[config.mk]
export PLATFORM = sky130hd
export DESIGN_NAME = pipeline_ctrl
export DESIGN_NICKNAME = d
export VERILOG_FILES = /design/src/rtl/pipeline_ctrl_pkg.sv /design/src/rtl/pipeline_ctrl_sat_counter.sv /design/src/rtl/pipeline_ctrl.sv
export SDC_FILE = /design/constraint.sdc
export NUM_CORES = 1
export LEC_CHECK = 0
export ABC_CLOCK_PERIOD_IN_PS = 3960
export BUFFER_PORTS_ARGS = -buffer_cell sky130_fd_sc_hd__buf_4
export CAP_MARGIN = 20
export CORE_UTILIZATION = 30
export DETAILED_ROUTE_END_ITERATION = 10
export SETUP_SLACK_MARGIN = 0.15
export SLEW_MARGIN = 20
export SYNTH_ARGS = -nofsm -noshare
export SYNTH_HDL_FRONTEND = slang
export SYNTH_SLANG_ARGS = --single-unit
[constraint.sdc]
create_clock -name clk_i -period 3.96 [get_ports clk_i]
set_clock_uncertainty 0.15 [all_clocks]
set_input_delay 0.594 -clock clk_i [delete_from_list [all_inputs] [get_ports clk_i]]
set_output_delay 0.594 -clock clk_i [all_outputs]
set_load 0.02 [all_outputs]
[src/rtl/pipeline_ctrl_pkg.sv]
// Shared types and helpers for the pipeline hazard/sequencing controller.
// Operand-forwarding selection is only used when PIPE_CTRL_FWD_EN is defined.
package pipeline_ctrl_pkg;

  typedef enum logic [1:0] {
    FWD_RF     = 2'd0,
    FWD_EX_MEM = 2'd1,
    FWD_MEM_WB = 2'd2
  } fwd_sel_t;

  typedef enum logic {
    PC_RUN      = 1'b0,
    PC_REDIRECT = 1'b1
  } pipe_ctrl_state_t;

  // Wide enough for REDIRECT_BUBBLES-1 with REDIRECT_BUBBLES up to 7.
  localparam int BUB_W = 3;

  // A producer writing x0 never creates a dependency.
  function automatic logic reg_match(input logic [4:0] rd, input logic we,
                                     input logic [4:0] rs, input logic rs_used);
    return we && rs_used && (rd == rs) && (rd != 5'd0);
  endfunction

  // The younger producer (EX/MEM) wins over MEM/WB.
  function automatic fwd_sel_t fwd_select(input logic [4:0] mem_rd, input logic mem_we,
                                          input logic [4:0] wb_rd, input logic wb_we,
                                          input logic [4:0] rs, input logic rs_used);
    if (reg_match(mem_rd, mem_we, rs, rs_used)) return FWD_EX_MEM;
    if (reg_match(wb_rd, wb_we, rs, rs_used))   return FWD_MEM_WB;
    return FWD_RF;
  endfunction

endpackage

[src/rtl/pipeline_ctrl_sat_counter.sv]
// Saturating up-counter used for the stall and flush performance counters.
module sat_counter #(
  parameter int W = 32
) (
  input  logic         clk_i,
  input  logic         rstn_i,
  input  logic         inc_i,
  output logic [W-1:0] count_o
);

  // NOTE: sequential state uses non-blocking assignments so every flop samples pre-edge values.
  always_ff @(posedge clk_i) begin
    if (!rstn_i) begin
      count_o <= '0;
    end else if (inc_i && (count_o != '1)) begin
      count_o <= count_o + W'(1);
    end
  end

endmodule

[src/rtl/pipeline_ctrl.sv]
// Hazard/sequencing controller for the 5-stage core: RAW/load-use stalls, redirect squash,
// optional operand forwarding (define PIPE_CTRL_FWD_EN) and saturating perf counters.
module pipeline_ctrl
  import pipeline_ctrl_pkg::*;
#(
  parameter int REDIRECT_BUBBLES = 2,
  parameter int CNT_W            = 32
) (
  input  logic             clk_i,
  input  logic             rstn_i,
  input  logic [4:0]       id_rs1_addr_i,
  input  logic [4:0]       id_rs2_addr_i,
  input  logic             id_uses_rs1_i,
  input  logic             id_uses_rs2_i,
  input  logic [4:0]       ex_rd_addr_i,
  input  logic             ex_write_rd_i,
  input  logic             ex_is_load_i,
  input  logic [4:0]       mem_rd_addr_i,
  input  logic             mem_write_rd_i,
  input  logic [4:0]       wb_rd_addr_i,
  input  logic             wb_write_rd_i,
  input  logic             load_pc_i,
  output logic             if_id_stall_o,
  output logic             if_id_flush_o,
  output logic             id_ex_stall_o,
  output logic             id_ex_flush_o,
  output logic             ex_mem_flush_o,
  output logic [1:0]       fwd_rs1_sel_o,
  output logic [1:0]       fwd_rs2_sel_o,
  output logic [CNT_W-1:0] stall_cnt_o,
  output logic [CNT_W-1:0] flush_cnt_o
);

  localparam logic [BUB_W-1:0] BUB_RELOAD = BUB_W'(REDIRECT_BUBBLES - 1);

  pipe_ctrl_state_t state, state_nxt;
  logic [BUB_W-1:0] bub_cnt, bub_nxt;
  logic             redirect;
  logic             hazard;
  logic             stall_req;

  logic ex_hit, mem_hit, wb_hit;
  assign ex_hit  = reg_match(ex_rd_addr_i, ex_write_rd_i, id_rs1_addr_i, id_uses_rs1_i)
                 | reg_match(ex_rd_addr_i, ex_write_rd_i, id_rs2_addr_i, id_uses_rs2_i);
  assign mem_hit = reg_match(mem_rd_addr_i, mem_write_rd_i, id_rs1_addr_i, id_uses_rs1_i)
                 | reg_match(mem_rd_addr_i, mem_write_rd_i, id_rs2_addr_i, id_uses_rs2_i);
  assign wb_hit  = reg_match(wb_rd_addr_i, wb_write_rd_i, id_rs1_addr_i, id_uses_rs1_i)
                 | reg_match(wb_rd_addr_i, wb_write_rd_i, id_rs2_addr_i, id_uses_rs2_i);

`ifdef PIPE_CTRL_FWD_EN
  // Only a load in EX cannot be forwarded in time.
  assign hazard = ex_is_load_i & ex_hit;
  assign fwd_rs1_sel_o = rstn_i ? fwd_select(mem_rd_addr_i, mem_write_rd_i, wb_rd_addr_i,
                                             wb_write_rd_i, id_rs1_addr_i, id_uses_rs1_i)
                                : FWD_RF;
  assign fwd_rs2_sel_o = rstn_i ? fwd_select(mem_rd_addr_i, mem_write_rd_i, wb_rd_addr_i,
                                             wb_write_rd_i, id_rs2_addr_i, id_uses_rs2_i)
                                : FWD_RF;
`else
  // No RF write-through: the consumer waits until the producer has left WB.
  assign hazard = ex_hit | mem_hit | wb_hit;
  assign fwd_rs1_sel_o = FWD_RF;
  assign fwd_rs2_sel_o = FWD_RF;
  logic unused_load_flag;
  assign unused_load_flag = ex_is_load_i;
`endif

  // NOTE: reset is synchronous, so it is sampled only at the clock edge inside the branch.
  always_ff @(posedge clk_i) begin
    if (!rstn_i) begin
      state   <= PC_RUN;
      bub_cnt <= '0;
    end else begin
      state   <= state_nxt;
      bub_cnt <= bub_nxt;
    end
  end

  // NOTE: defaults first so no path through this block infers a latch.
  always_comb begin
    state_nxt = state;
    bub_nxt   = bub_cnt;
    if (load_pc_i) begin
      if (REDIRECT_BUBBLES > 1) begin
        state_nxt = PC_REDIRECT;
        bub_nxt   = BUB_RELOAD;
      end else begin
        state_nxt = PC_RUN;
      end
    end else if (state == PC_REDIRECT) begin
      if (bub_cnt == BUB_W'(1)) state_nxt = PC_RUN;
      bub_nxt = bub_cnt - BUB_W'(1);
    end
  end

  // Redirect outranks any data hazard: the stalled ID instruction is wrong-path anyway.
  assign redirect  = load_pc_i | (state == PC_REDIRECT);
  assign stall_req = hazard & ~redirect;

  assign if_id_stall_o  = rstn_i & stall_req;
  assign if_id_flush_o  = rstn_i & redirect;
  assign id_ex_stall_o  = 1'b0;
  assign id_ex_flush_o  = rstn_i & (load_pc_i | stall_req);
  assign ex_mem_flush_o = 1'b0;

  sat_counter #(.W(CNT_W)) u_stall_cnt (
    .clk_i   (clk_i),
    .rstn_i  (rstn_i),
    .inc_i   (if_id_stall_o),
    .count_o (stall_cnt_o)
  );

  sat_counter #(.W(CNT_W)) u_flush_cnt (
    .clk_i   (clk_i),
    .rstn_i  (rstn_i),
    .inc_i   (if_id_flush_o),
    .count_o (flush_cnt_o)
  );

endmodule

==> impl_metrics.tcl, run 1 <==
set metrics [dict create \
    synth_top_area_frac 0.347 \
    post_cts_resized 0 \
    synth_fa_ha_area_frac 0.0127 \
    critPathKind "in2out" \
    yosysSeqAreaShare 0.347 \
    die-height_um 116 \
    status "finished clean" \
    port_buffers 99 \
    fillCellCount 1295 \
    worst_skew_pair.late_latency_ns 0.34 \
    drc 0 \
    clk_pin_slew_ns 0.06 \
    synth_xor_area_frac 0.120 \
    h-tree-depth 3 \
    maxCapViolCount 0 \
    die-area_sq_um 13600 \
    wirelength_um 10400 \
    cts_sinks 68 \
    dr.pass1.iters 5 \
    synth.area.mux_share 0.00510 \
    antenna_found_initial 0 \
    hp-class "reg2reg" \
    syn_to_final_growth_pct 29.6 \
    grt_use_total 0.157 \
    end_kind "output port" \
    syn-cell-area_sq_um 3930 \
    synth-main-ff-cell "dfxtp_1" \
    period_minus_slack_ns 3.16 \
    hold_buffers 0 \
    routedWlPerCell_um 14.2 \
    hold_violations 0 \
    ios 107 \
    clockBufferDepth 2 \
    avgSynthCellArea_sq_um 8.43 \
    gr-total-overflow 0 \
    fmax_mhz 317 \
    grt_pass1_wl_um 16600 \
    grt_max_degree 65 \
    period_share 0.798 \
    slew_violations 0 \
    synth_compound_area_frac 0.162 \
    cts_setup_buffers 0 \
    placeableCoreArea_sq_um 12700 \
    setup_tns_ns 0 \
    critical_path.max_fanout 3 \
    post-dp-hpwl_um 7320 \
    cp.arrival_ns 2.41 \
    drive_above_1_share 0.245 \
    start_util 0.310 \
    vias 3795 \
    drtAntennaViolNets 0 \
    yosysWarnings 0 \
    numCtsBuffers 9 \
    worst_pin_slew_ns 0.773 \
    cts_tree "done" \
    worstPathRequired_ns 3.22 \
    grt_pass1_vias 3372 \
    final_cells 732 \
    dp.cells 716 \
    die_w_um 116 \
    power_leakage_nw 1.81 \
    syn_inst 466 \
    startpoint_type "primary input" \
    synth-async-reset-ratio 0 \
    synth.distinct_cells 46 \
    synth_area_leaders "dfxtp_1, xnor2_1, o31ai_1, or4_1, and4_1" \
    rsz0062_at_grt "no" \
    cts_root_buf "clkbuf_16" \
    synth_edf_count 0 \
    slew_headroom 0.485 \
    peakVddDrop_uv 167 \
    fin_nets 593 \
    drt_iter0_drc 235 \
    rows 41 \
    place_congestion 0.820 \
    viasPerCell 5.18 \
    p_per_area_nw_per_um2 324 \
    synth-seq-cells 68 \
    timing.final.setup_violations 0 \
    synthSimpleGateAreaFrac 0.293 \
    synth_top_family_by_area "simple AND/OR/NAND/NOR gates" \
    synth_top_area_cell "dfxtp_1" \
    diodes 0 \
]
metal layers:
layer	wire (um)	up-vias	GRT usage
li1	-	1911	-
met3	493	10	0.0363
met2	5170	84	0.261
met5	0	-	0
met4	154	0	0.0709
met1	4570	1790	0.194
area by class of cell:
class | count | area (sq um) | area share
clock buffer | 9 | 225 | 0.0443
clock inverter | 7 | 77.6 | 0.0152
inverter | 12 | 45.0 | 0.00885
multi-input combinational | 359 | 2360 | 0.464
sequential | 68 | 1360 | 0.268
tap | 172 | 215 | 0.0423
timing repair buffer | 105 | 801 | 0.157
per-stage QoR:
stage          power [mW]  area, sq um  hold slack (ns)  setup slack, ns  utilization
5_1_grt              1.73         5090            0.372            0.657        0.402
6_report             1.65         5090            0.346            0.801        0.402
3_3_place_gp        0.847         4790            0.325            0.802        0.378
4_1_cts              1.67         5090            0.347            0.768        0.402
3_5_place_dp        0.850         4790            0.334            0.768        0.378
2_1_floorplan       0.794         3950            0.321             1.05            -
kinds of logic after synthesis:
kind of cell / Yosys count
adders and majority gates: 4
and+or+nand+nor: 201
muxes: 2
AOI/OAI and AO/OA: 92
buffers and inverters: 44
xor gates and xnor gates: 54
other: 1
DFF: 68
state kept, by name, summed over array words and instances, names as in the netlist:
register             cells
state                    1
bub_cnt                  3
u_flush_cnt.count_o     32
u_stall_cnt.count_o     32
power breakdown:
| group | internal [mW] | switching [mW] |
|---|---|---|
| registers | 0.691 | 0.00818 |
| clock network | 0.489 | 0.325 |
| logic | 0.0613 | 0.0738 |
final timing paths:
path / start / end / slack (ns) / cells past startpoint
setup / recovery: wb_rd_addr_i[0] / id_ex_flush_o / 0.80 / 6
hold / removal: u_stall_cnt.count_o[8]$_SDFFE_PN0P_ / u_stall_cnt.count_o[8]$_SDFFE_PN0P_ / 0.35 / 2
setup reg to reg: u_stall_cnt.count_o[5]$_SDFFE_PN0P_ / u_stall_cnt.count_o[30]$_SDFFE_PN0P_ / 1.32 / 6
hold reg to reg: u_stall_cnt.count_o[8]$_SDFFE_PN0P_ / u_stall_cnt.count_o[8]$_SDFFE_PN0P_ / 0.35 / 2
cell usage in the layout, fill, tap and decap left out, types with 7 or more instances in the layout:
master | Yosys | final
o31ai_1 | 32 | 32
and3_1 | 8 | 8
or3_1 | 10 | 10
nand4_1 | 22 | 22
clkbuf_16 | 0 | 9
xnor2_1 | 42 | 42
nor2_1 | 31 | 31
dfxtp_1 | 68 | 68
or4_1 | 27 | 27
and2_1 | 7 | 7
and4_1 | 16 | 16
o21ai_0 | 7 | 7
xor2_1 | 12 | 12
nand2_1 | 33 | 33
buf_4 | 8 | 104
inv_1 | 9 | 9
a21oi_1 | 23 | 23
nand3_1 | 28 | 28
a21oi_2 | 10 | 10
synthesized netlist by cell type (3+ instances only):
| cell | count |
|---|---|
| nand2b_1 | 4 |
| dfxtp_1 | 68 |
| o311a_1 | 4 |
| nor3_1 | 5 |
| nand2_1 | 33 |
| o31ai_1 | 32 |
| or3_1 | 10 |
| o211ai_1 | 4 |
| nand3_1 | 28 |
| or4_1 | 27 |
| o21ai_0 | 7 |
| o22ai_1 | 3 |
| clkbuf_1 | 17 |
| xnor2_1 | 42 |
| ha_1 | 4 |
| and2_1 | 7 |
| buf_4 | 8 |
| a21oi_2 | 10 |
| inv_1 | 9 |
| nand4_1 | 22 |
| nor2_1 | 31 |
| and4_1 | 16 |
| xor2_1 | 12 |
| and3_1 | 8 |
| buf_2 | 4 |
| a21oi_1 | 23 |
worst max-delay path, stage by stage:
cell and delay (ns):
buf_4 0.12, or3_1 0.38, o311a_1 0.30, a222oi_1 0.72
nand2_1 0.10, buf_4 0.19
(Power assumes the default switching activity.)
==> inputs of run 2 (changes only) <==
--- a/config.mk
+++ b/config.mk
@@ -5,7 +5,7 @@
 export SDC_FILE = /design/constraint.sdc
 export NUM_CORES = 1
 export LEC_CHECK = 0
-export ABC_CLOCK_PERIOD_IN_PS = 3960
+export ABC_CLOCK_PERIOD_IN_PS = 3150
 export BUFFER_PORTS_ARGS = -buffer_cell sky130_fd_sc_hd__buf_4
 export CAP_MARGIN = 20
 export CORE_UTILIZATION = 30
==> constraint.sdc (replaced) <==
create_clock -name clk_i -period 3.15 [get_ports clk_i]
set_clock_uncertainty 0.15 [all_clocks]
set_input_delay 0.4725 -clock clk_i [delete_from_list [all_inputs] [get_ports clk_i]]
set_output_delay 0.4725 -clock clk_i [all_outputs]
set_load 0.02 [all_outputs]
==> impl_metrics.tcl, run 2 (synthesized netlist as in run 1, its figures left out) <==
set metrics [dict create \
    status "finished clean" \
    rsz0062_at_grt "no" \
    internal_power_mw 1.77 \
    drt_iter0_drc 337 \
    power_leakage_nw 1.87 \
    layout_common_cells "buf_4, dfxtp_1, xnor2_1" \
    drc 0 \
    gr-total-overflow 0 \
    switching_share 0.217 \
    power_mw 2.26 \
    worst_skew_pair.late_latency_ns 0.33 \
    viasPerCell 5.19 \
    use_met1 0.187 \
    preCtsSetupSlack_ns 0.493 \
    period_share 0.843 \
    grt_use_total 0.157 \
    switchingPower_mw 0.490 \
    slew_violations 0 \
    start_util 0.310 \
    final_common_cell "buf_4" \
    rrSetupSlack_ns 0.66 \
    post_cts_resized 0 \
    period_minus_slack_ns 2.65 \
    cts_root_buf "clkbuf_16" \
    fin_util 0.409 \
    grt_pass1_vias 3505 \
    numCtsBuffers 9 \
    h-tree-depth 3 \
    cts_setup_buffers 0 \
    diodes 0 \
    cts_tree "done" \
    worstPathRequired_ns 2.53 \
    grt_max_degree 65 \
    critical_path.max_fanout 3 \
    drive_above_1_share 0.249 \
    placeableCoreArea_sq_um 12700 \
    combPwrFrac 0.077 \
    die_w_um 116 \
    clk_pin_slew_ns 0.06 \
    hp-class "in2reg" \
    busiest_layer "met2" \
    reg.largest.list "u_flush_cnt.count_o: 32 flops, u_stall_cnt.count_o: 32 flops, bub_cnt: 3 flops" \
    hold_buffers 0 \
    maxCapViolCount 0 \
    cp.arrival_ns 2.03 \
    place_congestion 0.820 \
    dpl-instance-area_sq_um 4820 \
    p_per_area_nw_per_um2 436 \
    clockBufferDepth 2 \
    end_kind "output port" \
    drtAntennaViolNets 0 \
    share_seq_of_total_power 0.389 \
    antenna_found_initial 0 \
    timing.final.setup_violations 0 \
    fmax_mhz 377 \
    die-area_sq_um 13600 \
    port_buffers 99 \
    post-dp-hpwl_um 7350 \
    fin_nets 596 \
    grtUsageMet3 0.0441 \
    use_met2 0.267 \
    critPathKind "in2out" \
    hold_violations 0 \
    die-height_um 116 \
    holdWs_ns 0.252 \
    vias 3817 \
    peakVddDrop_uv 253 \
    design_area_sq_um 5180 \
    grt_pass1_wl_um 16800 \
    dr.pass1.iters 4 \
    worst_pin_slew_ns 0.597 \
    startpoint_type "primary input" \
    wirelength_um 10200 \
    final_cells 735 \
    syn_to_final_growth_pct 31.9 \
    setup_tns_ns 0 \
    p_clk_frac 0.534 \
    cts_sinks 68 \
    ios 107 \
    dp.cells 719 \
    rows 41 \
    setup_slack_ns 0.495 \
    slew_headroom 0.599 \
    routedWlPerCell_um 13.9 \
]
run 2: changes by cell type in the layout (fill, tap and decap cells not counted), sizes merged:
cell | before | now
clkbuf | 9 | 11
clkinv | 3 | 1
inv | 11 | 12
clkinvlp | 4 | 1
buf | 105 | 108
bufinv | 1 | 3
run 2: worst max-delay path, cell delays in order:
cell      delay [ns]
buf_4           0.12
or3_1           0.38
o311a_1         0.30
a222oi_1        0.35
buf_4           0.20
nand2_1         0.05
buf_4           0.15
run 2: path summary, 6_finish.rpt:
path	to	start	cells past startpoint
min	bub_cnt[0]$_SDFFE_PN0N_	load_pc_i	3
min reg2reg	u_stall_cnt.count_o[8]$_SDFFE_PN0P_	u_stall_cnt.count_o[8]$_SDFFE_PN0P_	2
max	id_ex_flush_o	wb_rd_addr_i[0]	7
max reg2reg	u_stall_cnt.count_o[30]$_SDFFE_PN0P_	u_stall_cnt.count_o[0]$_SDFFE_PN0P_	6
run 2: layer usage:
layer  share of wire  vias up  routed length, um
li1                -     1913                  -
met1            0.44     1798               4520
met2            0.49       88               4990
met3           0.047       18                481
met4           0.020        0                209
met5               0        -                  0
run 2: layout make-up:
| type | instances | area (sq um) |
|---|---|---|
| Clock inverter | 5 | 106 |
| Sequential cell | 68 | 1360 |
| Inverter | 12 | 45.0 |
| Clock buffer | 11 | 253 |
| Multi-Input combinational cell | 359 | 2360 |
| Fill cell | 1279 | 7490 |
| Timing Repair Buffer | 108 | 836 |
| Tap cell | 172 | 215 |
run 2: power by group through the flow:
stage	combinational (mW)	clock (mW)	sequential [mW]
detailed placement	0.174	0	0.898
CTS	0.175	1.24	0.879
global route	0.189	1.28	0.880
floorplan	0.0954	0	0.902
global placement	0.170	0	0.898
finish	0.173	1.20	0.879
